--- src/rtl/lp805x_schedfs_pg.sv ---
// lp805x_schedfs_pg: prescaler level selector for the frequency-scaling scheduler.
// On start it samples a demand factor and finds the slowest prescaler level whose
// power-of-two threshold (TOP_SCALE >> level) still covers the scaled demand, using
// either a linear (top-down) or a fixed-latency binary search.
// Ports:
//   clk, rst             clock (rising edge), asynchronous active-high reset
//   start, mode, factor  request; mode 0 = linear, 1 = binary; sampled in IDLE only
//   busy                 search in progress
//   done                 one-cycle pulse when index/over/changed are updated
//   index                selected level, held between searches
//   over                 no level satisfied the demand (index forced to 0)
//   changed              pulse with done when the new index differs from the old one
module lp805x_schedfs_pg #(
  parameter int unsigned LEVELS       = 8,
  parameter int unsigned IDX_W        = 3,
  parameter int unsigned FACTOR_W     = 9,
  parameter int unsigned FACTOR_SHIFT = 4,
  parameter int unsigned TOP_SCALE    = 1600,
  parameter int unsigned SCALE_W      = 11
) (
  input  logic                clk,
  input  logic                rst,
  input  logic                start,
  input  logic                mode,
  input  logic [FACTOR_W-1:0] factor,
  output logic                busy,
  output logic                done,
  output logic [IDX_W-1:0]    index,
  output logic                over,
  output logic                changed
);

  localparam int unsigned S_W   = FACTOR_W + FACTOR_SHIFT;
  localparam int unsigned CMP_W = (S_W > SCALE_W) ? S_W : SCALE_W;
  localparam int unsigned SUM_W = IDX_W + 1;
  localparam int unsigned CNT_W = (IDX_W > 1) ? $clog2(IDX_W) : 1;
  localparam logic [IDX_W-1:0] LAST_LVL = IDX_W'(LEVELS - 1);
  localparam logic [CNT_W-1:0] LAST_ITER = CNT_W'(IDX_W - 1);

  typedef enum logic [1:0] {IDLE, LIN, BIN, DONE} state_t;

  state_t              state;
  logic [FACTOR_W-1:0] factor_q;
  logic [IDX_W-1:0]    cur;       // linear candidate, or lo bound in binary mode
  logic [IDX_W-1:0]    hi;
  logic [CNT_W-1:0]    iter;

  logic [SUM_W-1:0]    mid_sum;
  logic [IDX_W-1:0]    mid;
  logic [IDX_W-1:0]    test_lvl;
  logic [CMP_W-1:0]    s_val;
  logic [CMP_W-1:0]    thr;
  logic                hit;

  // Single shared comparator: binary search probes mid, everything else probes cur.
  always_comb begin
    mid_sum  = SUM_W'(cur) + SUM_W'(hi) + SUM_W'(1);
    mid      = IDX_W'(mid_sum >> 1);
    test_lvl = (state == BIN) ? mid : cur;
    s_val    = CMP_W'(factor_q) << FACTOR_SHIFT;
    thr      = CMP_W'(SCALE_W'(TOP_SCALE)) >> test_lvl;
    hit      = (s_val <= thr);
  end

  // Search FSM with registered outputs.
  always_ff @(posedge clk or posedge rst) begin
    if (rst) begin
      state    <= IDLE;
      factor_q <= '0;
      cur      <= '0;
      hi       <= '0;
      iter     <= '0;
      busy     <= 1'b0;
      done     <= 1'b0;
      index    <= '0;
      over     <= 1'b0;
      changed  <= 1'b0;
    end else begin
      done    <= 1'b0;
      changed <= 1'b0;
      case (state)
        IDLE: begin
          if (start) begin
            factor_q <= factor;
            busy     <= 1'b1;
            iter     <= '0;
            if (mode) begin
              state <= BIN;
              cur   <= '0;
              hi    <= LAST_LVL;
            end else begin
              state <= LIN;
              cur   <= LAST_LVL;
            end
          end
        end
        LIN: begin
          // Stop on first match from the top, or at level 0 (DONE re-tests it for over).
          if (hit || (cur == '0)) state <= DONE;
          else                    cur   <= cur - IDX_W'(1);
        end
        BIN: begin
          // Once the window collapses (lo == hi) the remaining iterations just idle.
          if (cur < hi) begin
            if (hit) cur <= mid;
            else     hi  <= mid - IDX_W'(1);
          end
          if (iter == LAST_ITER) state <= DONE;
          else                   iter  <= iter + CNT_W'(1);
        end
        DONE: begin
          done  <= 1'b1;
          busy  <= 1'b0;
          state <= IDLE;
          if (hit) begin
            index   <= cur;
            over    <= 1'b0;
            changed <= (cur != index);
          end else begin
            index   <= '0;
            over    <= 1'b1;
            changed <= (index != '0);
          end
        end
        default: state <= IDLE;
      endcase
    end
  end

endmodule

--- config.mk ---
export PLATFORM = sky130hd
export DESIGN_NAME = lp805x_schedfs_pg
export DESIGN_NICKNAME = d
export VERILOG_FILES = /design/src/rtl/lp805x_schedfs_pg.sv
export SDC_FILE = /design/constraint.sdc
export NUM_CORES = 1
export LEC_CHECK = 0
export CAP_MARGIN = 20
export CORE_AREA = 2 2 75 77
export CTS_CLUSTER_DIAMETER = 150
export DETAILED_ROUTE_END_ITERATION = 6
export DIE_AREA = 0 0 77 79
export HOLD_SLACK_MARGIN = 0.05
export SLEW_MARGIN = 10
export SYNTH_ARGS = -nofsm -noshare
export SYNTH_HDL_FRONTEND = slang
export SYNTH_SLANG_ARGS = --single-unit
--- constraint.sdc ---
create_clock -name clk -period 7.02 [get_ports clk]
set_input_delay 1.404 -clock clk [delete_from_list [all_inputs] [get_ports clk]]
set_output_delay 1.404 -clock clk [all_outputs]
set_load 0.05 [all_outputs]
==> results of run 1 <==
## state kept, by name (all words and copies together), names as in the netlist
signal / count
busy: 1
changed: 1
cur: 3
done: 1
factor_q: 9
hi: 3
index: 3
iter: 2
over: 1
state: 2
## kinds of logic (layout without fill, tap and decap cells)
kind of cell,after synthesis,count (layout),share of synthesized area
flops,26,26,0.342
fa+ha+maj,24,24,0.162
buf+inv,24,40,0.0513
simple gates,52,52,0.136
xor+xnor,6,6,0.0276
compound gates,40,40,0.149
mux,23,23,0.132
## worst max-delay path by stage
stage | endpoint | slack, ns
finish | cur[1]$_DFFE_PP0P_ | 2.75
global route | cur[1]$_DFFE_PP0P_ | 2.31
CTS | cur[0]$_DFFE_PP0P_ | 2.72
detailed placement | cur[1]$_DFFE_PP0P_ | 2.74
global placement | cur[1]$_DFFE_PP0P_ | 2.89
floorplan | cur[1]$_DFFE_PP0P_ | 3.48
## per-layer routing
layer | global-route usage | up-vias
met1 | 0.168 | 673
li1 | - | 727
met5 | 0 | -
met2 | 0.216 | 22
met4 | 0.0214 | 0
met3 | 0.0341 | 4
## cells in the mapped netlist, types with 2 or more instances
library cell,instances,share of area
sky130_fd_sc_hd__dfrtp_1,26,0.34
sky130_fd_sc_hd__nand2_1,24,0.047
sky130_fd_sc_hd__ha_1,23,0.15
sky130_fd_sc_hd__inv_1,16,0.032
sky130_fd_sc_hd__mux2_2,10,0.059
sky130_fd_sc_hd__mux2i_1,9,0.047
sky130_fd_sc_hd__nor2_1,9,0.018
sky130_fd_sc_hd__a21oi_1,6,0.016
sky130_fd_sc_hd__o21ai_0,6,0.016
sky130_fd_sc_hd__clkbuf_1,5,0.0099
sky130_fd_sc_hd__a31oi_1,4,0.013
sky130_fd_sc_hd__nand2b_1,4,0.013
sky130_fd_sc_hd__xnor2_1,4,0.018
sky130_fd_sc_hd__mux2_1,3,0.018
sky130_fd_sc_hd__nor3_1,3,0.0079
sky130_fd_sc_hd__o22ai_1,3,0.0099
sky130_fd_sc_hd__a21o_1,2,0.0079
sky130_fd_sc_hd__a2bb2oi_1,2,0.0092
sky130_fd_sc_hd__buf_4,2,0.0079
sky130_fd_sc_hd__nor2b_1,2,0.0066
sky130_fd_sc_hd__o21a_1,2,0.0079
sky130_fd_sc_hd__o21ai_2,2,0.0092
sky130_fd_sc_hd__o21bai_1,2,0.0079
sky130_fd_sc_hd__o22a_1,2,0.0092
sky130_fd_sc_hd__xor2_1,2,0.0092
## through the flow
stage / std cells / worst slack [ns] / util / instance area, sq um / hold slack, ns
finish: 283 / 2.75 / 0.415 / 2220 / 0.516
global route: 283 / 2.31 / 0.415 / 2220 / 0.540
CTS: 282 / 2.72 / 0.410 / 2190 / 0.521
detailed placement: 279 / 2.74 / 0.402 / 2150 / 0.501
global placement: 279 / 2.89 / 0.402 / 2150 / 0.497
floorplan: 195 / 3.48 / - / 1900 / 0.474
## area by class of cell
class | count | area share
multi-input combinational | 145 | 0.520
tap | 72 | 0.0406
sequential | 26 | 0.293
clock buffer | 3 | 0.0186
inverter | 17 | 0.0288
timing repair buffer | 20 | 0.0982
## worst register-to-register path: cells and delay by family, from the launching register on
family	cells	cell delay, ns
flip-flops	1	0.45
AO/OA/AOI/OAI	3	0.79
buffers and inverters	2	0.22
AND/OR/NAND/NOR	5	0.98
adder cells (fa/ha/maj)	3	0.87
multiplexers	2	0.71
XOR/XNOR	1	0.15
==> summary.md, run 1 <==
| Metric | Value |
|---|---|
| Status | `completed` |
| Start point of the worst min-delay path | `iter[1]$_DFFE_PP0P_` |
| Setup crit end kind | `flip-flop` |
| Iteration count of the initial detailed-routing pass | `4` |
| ANT nets after route | `0` |
| Critical Setup Path Class | `flip-flop to flip-flop` |
| Required time of the worst setup path | `7.18 ns` |
| Number of enable-type register cells in the synthesized netlist | `0` |
| Count of pins on the block boundary | `20` |
| Chip width | `77 microns` |
| Via total after detailed routing | `1426` |
| Length of routed met3 wiring | `141 microns` |
| Yosys warnings | `0` |
| FFs w/ async S/R, synth | `1.00` |
| Share of layout cells above drive strength 1 | `0.0995` |
| First-pass GRT wire length | `6320 microns` |
| Number of buffers inserted to repair setup after CTS | `0` |
| Flip-flop and latch area | `651 sq um` |
| Initial DRC Count | `43` |
| Clock latency reported for the late side of the worst-skew pair | `0.27 ns` |
| Count of buffers inserted at the top-level ports | `19` |
| Die ar. | `0.00608 sq mm` |
| Multi-input combinational cell area | `0.00115 sq mm` |
| Setup repair after global routing missed its margin | `no` |
| Worst hold path endpoint | `iter[1]$_DFFE_PP0P_` |
| Fmax | `0.234 GHz` |
| Crit-path max FO | `13` |
| CTS tree | `yes` |
| Beginning of the worst register-to-register path | `cur[0]$_DFFE_PP0P_` |
| Standard-cell rows | `27` |
| Highest metal used | `met4` |
| Layout area overhead | `16.6%` |
| Worst-Margin Slew | `0.687 ns` |
| CTS root buffer | `sky130_fd_sc_hd__clkbuf_8` |
| Average wire per cell in the routed design | `13.0 microns` |
| Yosys reg bits | `26` |
| Number of global-route vias before repair | `1330` |
| Most common library cell in the layout ignoring fill and taps | `sky130_fd_sc_hd__dfrtp_1` |
| Routed metal-1 wire length | `1780 microns` |
| TritonCTS Buffers | `3` |
| Total length of routed wires | `3690 microns` |
| Fillers | `569` |
| CTS-repair resized insts | `0` |
| CTS max path bufs | `2` |
| Number of cells traversed by the worst register-to-register path | `16` |
| Pin count of the biggest net entering global routing | `27` |
| Worst path arrival time | `4.43 ns` |
| Drt drc | `0` |
| Avg Cell Area, Syn | `9.75 sq um` |
| Worst rel slew slack | `0.542` |
| Stage delay of the slowest cell on the critical path | `0.48 ns` |
| CP Depth | `16` |
| Clock-pin slew on the worst setup and hold paths | `0.08 ns` |
| Worst hold path stage count | `2` |
| Worst Skew | `0.00313 ns` |
| Antenna violations before repair | `0` |
| Largest delay contributor family on the critical path | `simple AND/OR/NAND/NOR gates` |
| Max-slew violations | `0` |
| Reg2Reg Setup Slack | `2.75 ns` |
| Y dimension of the die | `79 microns` |
| Antenna Diode Count | `0` |
| Class of the tightest hold or removal check | `flip-flop to flip-flop` |
| Most used cells in the layout excluding fill and tap cells | `sky130_fd_sc_hd__dfrtp_1, sky130_fd_sc_hd__nand2_1, sky130_fd_sc_hd__ha_1, sky130_fd_sc_hd__clkdlybuf4s50_1, sky130_fd_sc_hd__inv_1` |
| Final net count | `250` |
| Portion of the post-synthesis area used by sequential elements | `0.342` |
| Number of endpoints with negative hold slack in the final report | `0` |
| Hold-fix buffer count after cts | `0` |
| Ordered list of cells on the worst path | `nor2_1 -> inv_1 -> fa_1 -> xnor2_1 -> nand2_1 -> o21ai_2 -> inv_2 -> ha_1 -> nand2_1 -> ha_1 -> nor4bb_1 -> nand3_1 -> a31oi_1 -> o21a_1 -> mux2i_1 -> mux2_1` |
| Global-route usage over all layers | `0.128` |
| Post-route clock period utilization | `0.609` |
| Area of the mapped netlist | `0.00190 sq mm` |
| Shortest period the worst path allows | `4.27 ns` |
| Number of vias per cell | `5.04` |
| Endpoint of the lowest-slack register-to-register path | `cur[1]$_DFFE_PP0P_` |
| Final-report setup violation count | `0` |
| Core region area | `0.00534 sq mm` |
| Gp weighted congestion | `0.785` |
| Synthesized netlist cell count | `195` |
| CP Buf/Inv Count | `2` |
| Nature of the critical path startpoint | `flip-flop` |
| CP max-delay cell | `sky130_fd_sc_hd__o21a_1` |
| Global-route congestion overflow total | `0` |
| Initial cell density of the core | `0.356` |
| Dominant synthesized flop cell | `sky130_fd_sc_hd__dfrtp_1` |
| Sink Count | `26` |
| Net count of the mapped netlist | `232` |
| Setup TNS | `0 ns` |
| Maximum level of the CTS H-tree | `1` |
| Distinct cell type count after synthesis | `47` |
| Half-perimeter wire length of the detailed placement result | `2900 microns` |
| Source of the critical timing path | `cur[0]$_DFFE_PP0P_` |
| Routed length on met2 | `1740 microns` |
| Reported max-cap violation count | `0` |
Power of run 1 is not shown: default switching activity piles up to over one toggle a cycle in this logic, so the estimate is an artifact.
==> run 2: changes to the inputs <==
Clock period 7.02 ns to 4 ns, I/O delays scaled along.
==> run 2 against run 1 <==
Compared with the run above: count of clock-buffer cells in the layout did not move; cell count rose by 2.8%; die area did not move; first-iteration DRC count fell by 23%; final area rose by 4.1%; sequential share of layout area fell by 1.1 points; register-to-register slack got worse by 2.6 ns; worst setup slack got worse by 2.6 ns; via count rose by 2.0%.
==> summary.md, run 2 (synthesis results as in run 1) <==
| Metric | Value |
|---|---|
| Status | `completed (unchanged)` |
| Crit-path max FO | `7 (was 13)` |
| Core region area | `0.00534 sq mm (unchanged)` |
| Flip-flop count of the largest register after layout | `9 (unchanged)` |
| Count of buffers inserted at the top-level ports | `19 (unchanged)` |
| Source of the critical timing path | `hi[0]$_DFFE_PP0P_ (was cur[0]$_DFFE_PP0P_)` |
| Reported max-cap violation count | `0 (unchanged)` |
| Post-route clock period utilization | `0.955 (was 0.609)` |
| Pin count of the biggest net entering global routing | `27 (unchanged)` |
| Global-route usage over all layers | `0.134 (was 0.128)` |
| ANT nets after route | `0 (unchanged)` |
| Iteration count of the initial detailed-routing pass | `4 (unchanged)` |
| Die ar. | `0.00608 sq mm (unchanged)` |
| Half-perimeter wire length of the detailed placement result | `2970 microns (was 2900 microns)` |
| Endpoint of the lowest-slack register-to-register path | `cur[1]$_DFFE_PP0P_ (unchanged)` |
| Antenna violations before repair | `0 (unchanged)` |
| Fillers | `549 (was 569)` |
| Number of buffers inserted to repair setup after CTS | `0 (unchanged)` |
| Number of vias per cell | `5.00 (was 5.04)` |
| Number of endpoints with negative hold slack in the final report | `0 (unchanged)` |
| Critical path capture point | `cur[1]$_DFFE_PP0P_ (unchanged)` |
| Clock latency reported for the late side of the worst-skew pair | `0.28 ns (was 0.27 ns)` |
| Global-route congestion overflow total | `0 (unchanged)` |
| Critical Setup Path Class | `flip-flop to flip-flop (unchanged)` |
| Required time of the worst setup path | `4.17 ns (was 7.18 ns)` |
| Nature of the critical path startpoint | `flip-flop (unchanged)` |
| Drt drc | `0 (unchanged)` |
| CTS root buffer | `sky130_fd_sc_hd__clkbuf_8 (unchanged)` |
| Sink Count | `26 (unchanged)` |
| Y dimension of the die | `79 microns (unchanged)` |
| Average wire per cell in the routed design | `13.4 microns (was 13.0 microns)` |
| Worst-Margin Slew | `0.677 ns (was 0.687 ns)` |
| Beginning of the worst register-to-register path | `hi[0]$_DFFE_PP0P_ (was cur[0]$_DFFE_PP0P_)` |
| Final-report setup violation count | `0 (unchanged)` |
| Via total after detailed routing | `1454 (was 1426)` |
| Total length of routed wires | `3910 microns (was 3690 microns)` |
| Utilization after layout | `0.432 (was 0.415)` |
| Most used cells in the layout excluding fill and tap cells | `sky130_fd_sc_hd__dfrtp_1, sky130_fd_sc_hd__nand2_1, sky130_fd_sc_hd__ha_1, sky130_fd_sc_hd__clkdlybuf4s50_1, sky130_fd_sc_hd__inv_1 (unchanged)` |
| Max-slew violations | `0 (unchanged)` |
| Worst path arrival time | `3.99 ns (was 4.43 ns)` |
| Antenna Diode Count | `0 (unchanged)` |
| Most common library cell in the layout ignoring fill and taps | `sky130_fd_sc_hd__dfrtp_1 (unchanged)` |
| Shortest period the worst path allows | `3.82 ns (was 4.27 ns)` |
| Worst hold path stage count | `1 (was 2)` |
| CTS tree | `yes (unchanged)` |
| TritonCTS Buffers | `3 (unchanged)` |
| First-pass GRT wire length | `6660 microns (was 6320 microns)` |
| Gp weighted congestion | `0.855 (was 0.785)` |
| Clock-pin slew on the worst setup and hold paths | `0.10 ns (was 0.08 ns)` |
| Worst Skew | `0.00801 ns (was 0.00313 ns)` |
| Share of layout cells above drive strength 1 | `0.142 (was 0.0995)` |
| CTS max path bufs | `2 (unchanged)` |
| Number of global-route vias before repair | `1428 (was 1330)` |
| Initial cell density of the core | `0.356 (unchanged)` |
| Final net count | `257 (was 250)` |
| Count of pins on the block boundary | `20 (unchanged)` |
| Worst rel slew slack | `0.548 (was 0.542)` |
| Setup crit end kind | `flip-flop (unchanged)` |
| Fmax | `0.262 GHz (was 0.234 GHz)` |
| Number of cells traversed by the worst register-to-register path | `16 (unchanged)` |
| Standard-cell rows | `27 (unchanged)` |
| Chip width | `77 microns (unchanged)` |
| Reg with most FFs | `factor_q (unchanged)` |
| Reg2Reg Setup Slack | `0.18 ns (was 2.75 ns)` |
| Class of the tightest hold or removal check | `flip-flop to flip-flop (unchanged)` |
| Layout area overhead | `21.3% (was 16.6%)` |
| Maximum level of the CTS H-tree | `1 (unchanged)` |
| Initial DRC Count | `33 (was 43)` |
[run 2: final cells by class]
class | count | area (sq um) | area share
inverter | 17 | 63.8 | 0.0277
timing repair buffer | 27 | 270 | 0.117
clock buffer | 3 | 41.3 | 0.0179
clock inverter | 1 | 30.0 | 0.0130
multi-input combinational | 145 | 1160 | 0.503
sequential | 26 | 651 | 0.282
tap | 72 | 90.1 | 0.0390
[run 2: how the worst min path moves through the flow]
stage                         from             endpoint  slack, ns
6_report          over$_DFFE_PP0P_     over$_DFFE_PP0P_       0.51
5_1_grt           over$_DFFE_PP0P_     over$_DFFE_PP0P_       0.55
4_1_cts           over$_DFFE_PP0P_     over$_DFFE_PP0P_       0.52
3_5_place_dp   iter[1]$_DFFE_PP0P_  iter[1]$_DFFE_PP0P_       0.50
3_3_place_gp      over$_DFFE_PP0P_     over$_DFFE_PP0P_       0.49
2_1_floorplan  iter[1]$_DFFE_PP0P_  iter[1]$_DFFE_PP0P_       0.47
[run 2: stage by stage]
step | setup slack (ns) | setup TNS [ns] | area, sq um | hold WS (ns) | instances
floorplan | 0.456 | 0 | 1900 | 0.474 | 195
global placement | 0.225 | 0 | 2200 | 0.491 | 286
detailed placement | 0.0743 | 0 | 2200 | 0.500 | 286
CTS | 0.0353 | 0 | 2270 | 0.521 | 290
global route | -0.0441 | -0.0801 | 2310 | 0.546 | 291
finish | 0.180 | 0 | 2310 | 0.515 | 291
[run 2: per-layer routing]
layer / vias to the layer above / part of all wire / global-route usage
met5: - / 0 / 0
met2: 24 / 0.49 / 0.229
li1: 745 / - / -
met4: 0 / 0.011 / 0.0232
met3: 4 / 0.034 / 0.0295
met1: 681 / 0.47 / 0.176
[run 2: worst max-delay path, cell delays in order, from the launching register on]
cell and delay (ns):
sky130_fd_sc_hd__dfrtp_1 0.41, sky130_fd_sc_hd__nor2_1 0.13, sky130_fd_sc_hd__inv_1 0.07, sky130_fd_sc_hd__fa_1 0.38
sky130_fd_sc_hd__xnor2_1 0.19, sky130_fd_sc_hd__nand2_1 0.11, sky130_fd_sc_hd__o21ai_2 0.15, sky130_fd_sc_hd__inv_2 0.09
sky130_fd_sc_hd__ha_1 0.20, sky130_fd_sc_hd__nand2_1 0.06, sky130_fd_sc_hd__ha_1 0.23, sky130_fd_sc_hd__a2111oi_0 0.56
sky130_fd_sc_hd__buf_4 0.21, sky130_fd_sc_hd__nand2_1 0.05, sky130_fd_sc_hd__o21a_2 0.27, sky130_fd_sc_hd__mux2i_1 0.25
sky130_fd_sc_hd__mux2_1 0.35
[run 2: what timing repair did]
item                       in CTS  in global routing
gates resized for setup         0                  2
setup endpoints to repair       0                  8
hold buffers                    0                  0
Power of run 2 is left out for the same reason.
==> run 3: changes to the inputs <==
Settings changed: SLEW_MARGIN 10 to 20.
==> run 3 against run 2 <==
Compared with the run above: maximum frequency about the same; critical path depth unchanged; first-iteration DRC count down 3.0%; highest routed layer unchanged; die area unchanged.
==> summary.md, run 3 (synthesis results as in run 1) <==
| Metric | Value |
|---|---|
| Most common library cell in the layout ignoring fill and taps | `sky130_fd_sc_hd__dfrtp_1 (unchanged)` |
| Placed Area | `0.00220 sq mm (unchanged)` |
| Count of buffers inserted at the top-level ports | `19 (unchanged)` |
| Post-route clock period utilization | `0.956 (was 0.955)` |
| Nature of the critical path startpoint | `flip-flop (unchanged)` |
| Number of vias per cell | `4.98 (was 5.00)` |
| Status | `completed (unchanged)` |
| Standard-cell rows | `27 (unchanged)` |
| First-pass GRT wire length | `6660 microns (unchanged)` |
| Count of pins on the block boundary | `20 (unchanged)` |
| Antenna Diode Count | `0 (unchanged)` |
| Ordered list of cells on the worst path | `nor2_1 -> inv_1 -> fa_1 -> xnor2_1 -> nand2_1 -> o21ai_2 -> inv_2 -> ha_1 -> nand2_1 -> ha_1 -> a2111oi_0 -> buf_4 -> nand2_1 -> o21a_2 -> mux2i_1 -> mux2_1 (unchanged)` |
| Pin count of the biggest net entering global routing | `27 (unchanged)` |
| Setup slack after placement | `0.0743 ns (unchanged)` |
| Number of buffers inserted to repair setup after CTS | `0 (unchanged)` |
| Library cell appearing most often on the critical path | `sky130_fd_sc_hd__nand2_1 (unchanged)` |
| Number of global-route vias before repair | `1428 (unchanged)` |
| Reg with most FFs | `factor_q (unchanged)` |
| Setup crit end kind | `flip-flop (unchanged)` |
| Post-route setup slack | `0.177 ns (was 0.180 ns)` |
| Y dimension of the die | `79 microns (unchanged)` |
| Worst-Margin Slew | `0.654 ns (was 0.677 ns)` |
| Die ar. | `0.00608 sq mm (unchanged)` |
| Critical Setup Path Class | `flip-flop to flip-flop (unchanged)` |
| Fin area | `0.00231 sq mm (unchanged)` |
| Stage delay of the slowest cell on the critical path | `0.56 ns (about the same)` |
| TritonCTS Buffers | `3 (unchanged)` |
| Most used cells in the layout excluding fill and tap cells | `sky130_fd_sc_hd__dfrtp_1, sky130_fd_sc_hd__nand2_1, sky130_fd_sc_hd__ha_1, sky130_fd_sc_hd__clkdlybuf4s50_1, sky130_fd_sc_hd__inv_1 (unchanged)` |
| Half-perimeter wire length of the detailed placement result | `2970 microns (unchanged)` |
| Total length of routed wires | `3890 microns (was 3910 microns)` |
| Clock latency reported for the late side of the worst-skew pair | `0.28 ns (about the same)` |
| Worst Skew | `0.00860 ns (was 0.00801 ns)` |
| Iteration count of the initial detailed-routing pass | `4 (unchanged)` |
| Fmax | `0.262 GHz (about the same)` |
| Global-route congestion overflow total | `0 (unchanged)` |
| Flip-flop count of the largest register after layout | `9 (unchanged)` |
| Shortest period the worst path allows | `3.82 ns (about the same)` |
| Final cell count without fillers | `291 (unchanged)` |
| CTS tree | `yes (unchanged)` |
| Core region area | `0.00534 sq mm (unchanged)` |
| Via total after detailed routing | `1450 (was 1454)` |
| Share of layout cells above drive strength 1 | `0.142 (unchanged)` |
| Worst path arrival time | `3.99 ns (about the same)` |
| Largest delay contributor family on the critical path | `compound AO/OA/AOI/OAI gates (unchanged)` |
| Drt drc | `0 (unchanged)` |
| CP Buf/Inv Count | `3 (unchanged)` |
| Clock-pin slew on the worst setup and hold paths | `0.10 ns (about the same)` |
| Gp weighted congestion | `0.855 (unchanged)` |
| Initial DRC Count | `32 (was 33)` |
| Class of the tightest hold or removal check | `flip-flop to flip-flop (unchanged)` |
| Maximum level of the CTS H-tree | `1 (unchanged)` |
| Layout area overhead | `21.3% (unchanged)` |
| CP max-delay cell | `sky130_fd_sc_hd__a2111oi_0 (unchanged)` |
| Required time of the worst setup path | `4.17 ns (about the same)` |
| Crit-path max FO | `7 (unchanged)` |
| Final-report setup violation count | `0 (unchanged)` |
| Global-route usage over all layers | `0.134 (unchanged)` |
| Final net count | `257 (unchanged)` |
| Chip width | `77 microns (unchanged)` |
| Number of cells after detailed placement | `286 (unchanged)` |
| Worst rel slew slack | `0.563 (was 0.548)` |
| Antenna violations before repair | `0 (unchanged)` |
| Reported max-cap violation count | `0 (unchanged)` |
| Average wire per cell in the routed design | `13.4 microns (about the same)` |
| Sink Count | `26 (unchanged)` |
| Initial cell density of the core | `0.356 (unchanged)` |
| Number of endpoints with negative hold slack in the final report | `0 (unchanged)` |
| CTS root buffer | `sky130_fd_sc_hd__clkbuf_8 (unchanged)` |
| Max-slew violations | `0 (unchanged)` |
| CTS max path bufs | `2 (unchanged)` |
| ANT nets after route | `0 (unchanged)` |
## run 3: stage by stage
stage	hold WS [ns]	utilization	TNS (ns)
6_report	0.514	0.432	0
5_1_grt	0.546	0.432	-0.0801
4_1_cts	0.521	0.426	0
3_5_place_dp	0.500	0.412	0
3_3_place_gp	0.491	0.412	0
2_1_floorplan	0.474	-	0
## run 3: layer usage
| layer | GRT usage | wire (microns) | up-vias |
|---|---|---|---|
| li1 | - | - | 745 |
| met1 | 0.176 | 1810 | 678 |
| met2 | 0.229 | 1910 | 23 |
| met3 | 0.0295 | 121 | 4 |
| met4 | 0.0232 | 43 | 0 |
| met5 | 0 | 0 | - |
## run 3: area by class of cell
type	instances	area [sq um]
Clock buffer	3	41.3
Clock inverter	1	30.0
Fill cell	549	3030
Inverter	17	63.8
Multi-Input combinational cell	145	1160
Sequential cell	26	651
Tap cell	72	90.1
Timing Repair Buffer	27	270
## run 3: worst paths after layout
path | from | end | slack, ns | cells past startpoint
min in group asynchronous | rst | factor_q[5]$_DFFE_PP0P_ | 0.76 | 2
max in group asynchronous | rst | index[1]$_DFFE_PP0P_ | 2.87 | 3
hold reg to reg | over$_DFFE_PP0P_ | over$_DFFE_PP0P_ | 0.51 | 1
setup / recovery | hi[0]$_DFFE_PP0P_ | cur[1]$_DFFE_PP0P_ | 0.18 | 16
setup reg to reg | hi[0]$_DFFE_PP0P_ | cur[1]$_DFFE_PP0P_ | 0.18 | 16
hold / removal | over$_DFFE_PP0P_ | over$_DFFE_PP0P_ | 0.51 | 1
## run 3: repair_timing
item | in CTS | in global routing
endpoints found under the setup margin | 0 | 8
hold buffers | 0 | 0
resized for setup | 0 | 2
## run 3: worst register-to-register path, stage by stage (launching register included)
cell and delay (ns):
sky130_fd_sc_hd__dfrtp_1 0.41, sky130_fd_sc_hd__nor2_1 0.13, sky130_fd_sc_hd__inv_1 0.07, sky130_fd_sc_hd__fa_1 0.38
sky130_fd_sc_hd__xnor2_1 0.19, sky130_fd_sc_hd__nand2_1 0.11, sky130_fd_sc_hd__o21ai_2 0.15, sky130_fd_sc_hd__inv_2 0.10
sky130_fd_sc_hd__ha_1 0.20, sky130_fd_sc_hd__nand2_1 0.06, sky130_fd_sc_hd__ha_1 0.23, sky130_fd_sc_hd__a2111oi_0 0.56
sky130_fd_sc_hd__buf_4 0.21, sky130_fd_sc_hd__nand2_1 0.05, sky130_fd_sc_hd__o21a_2 0.27, sky130_fd_sc_hd__mux2i_1 0.25
sky130_fd_sc_hd__mux2_1 0.35
Power of run 3 is left out for the same reason.
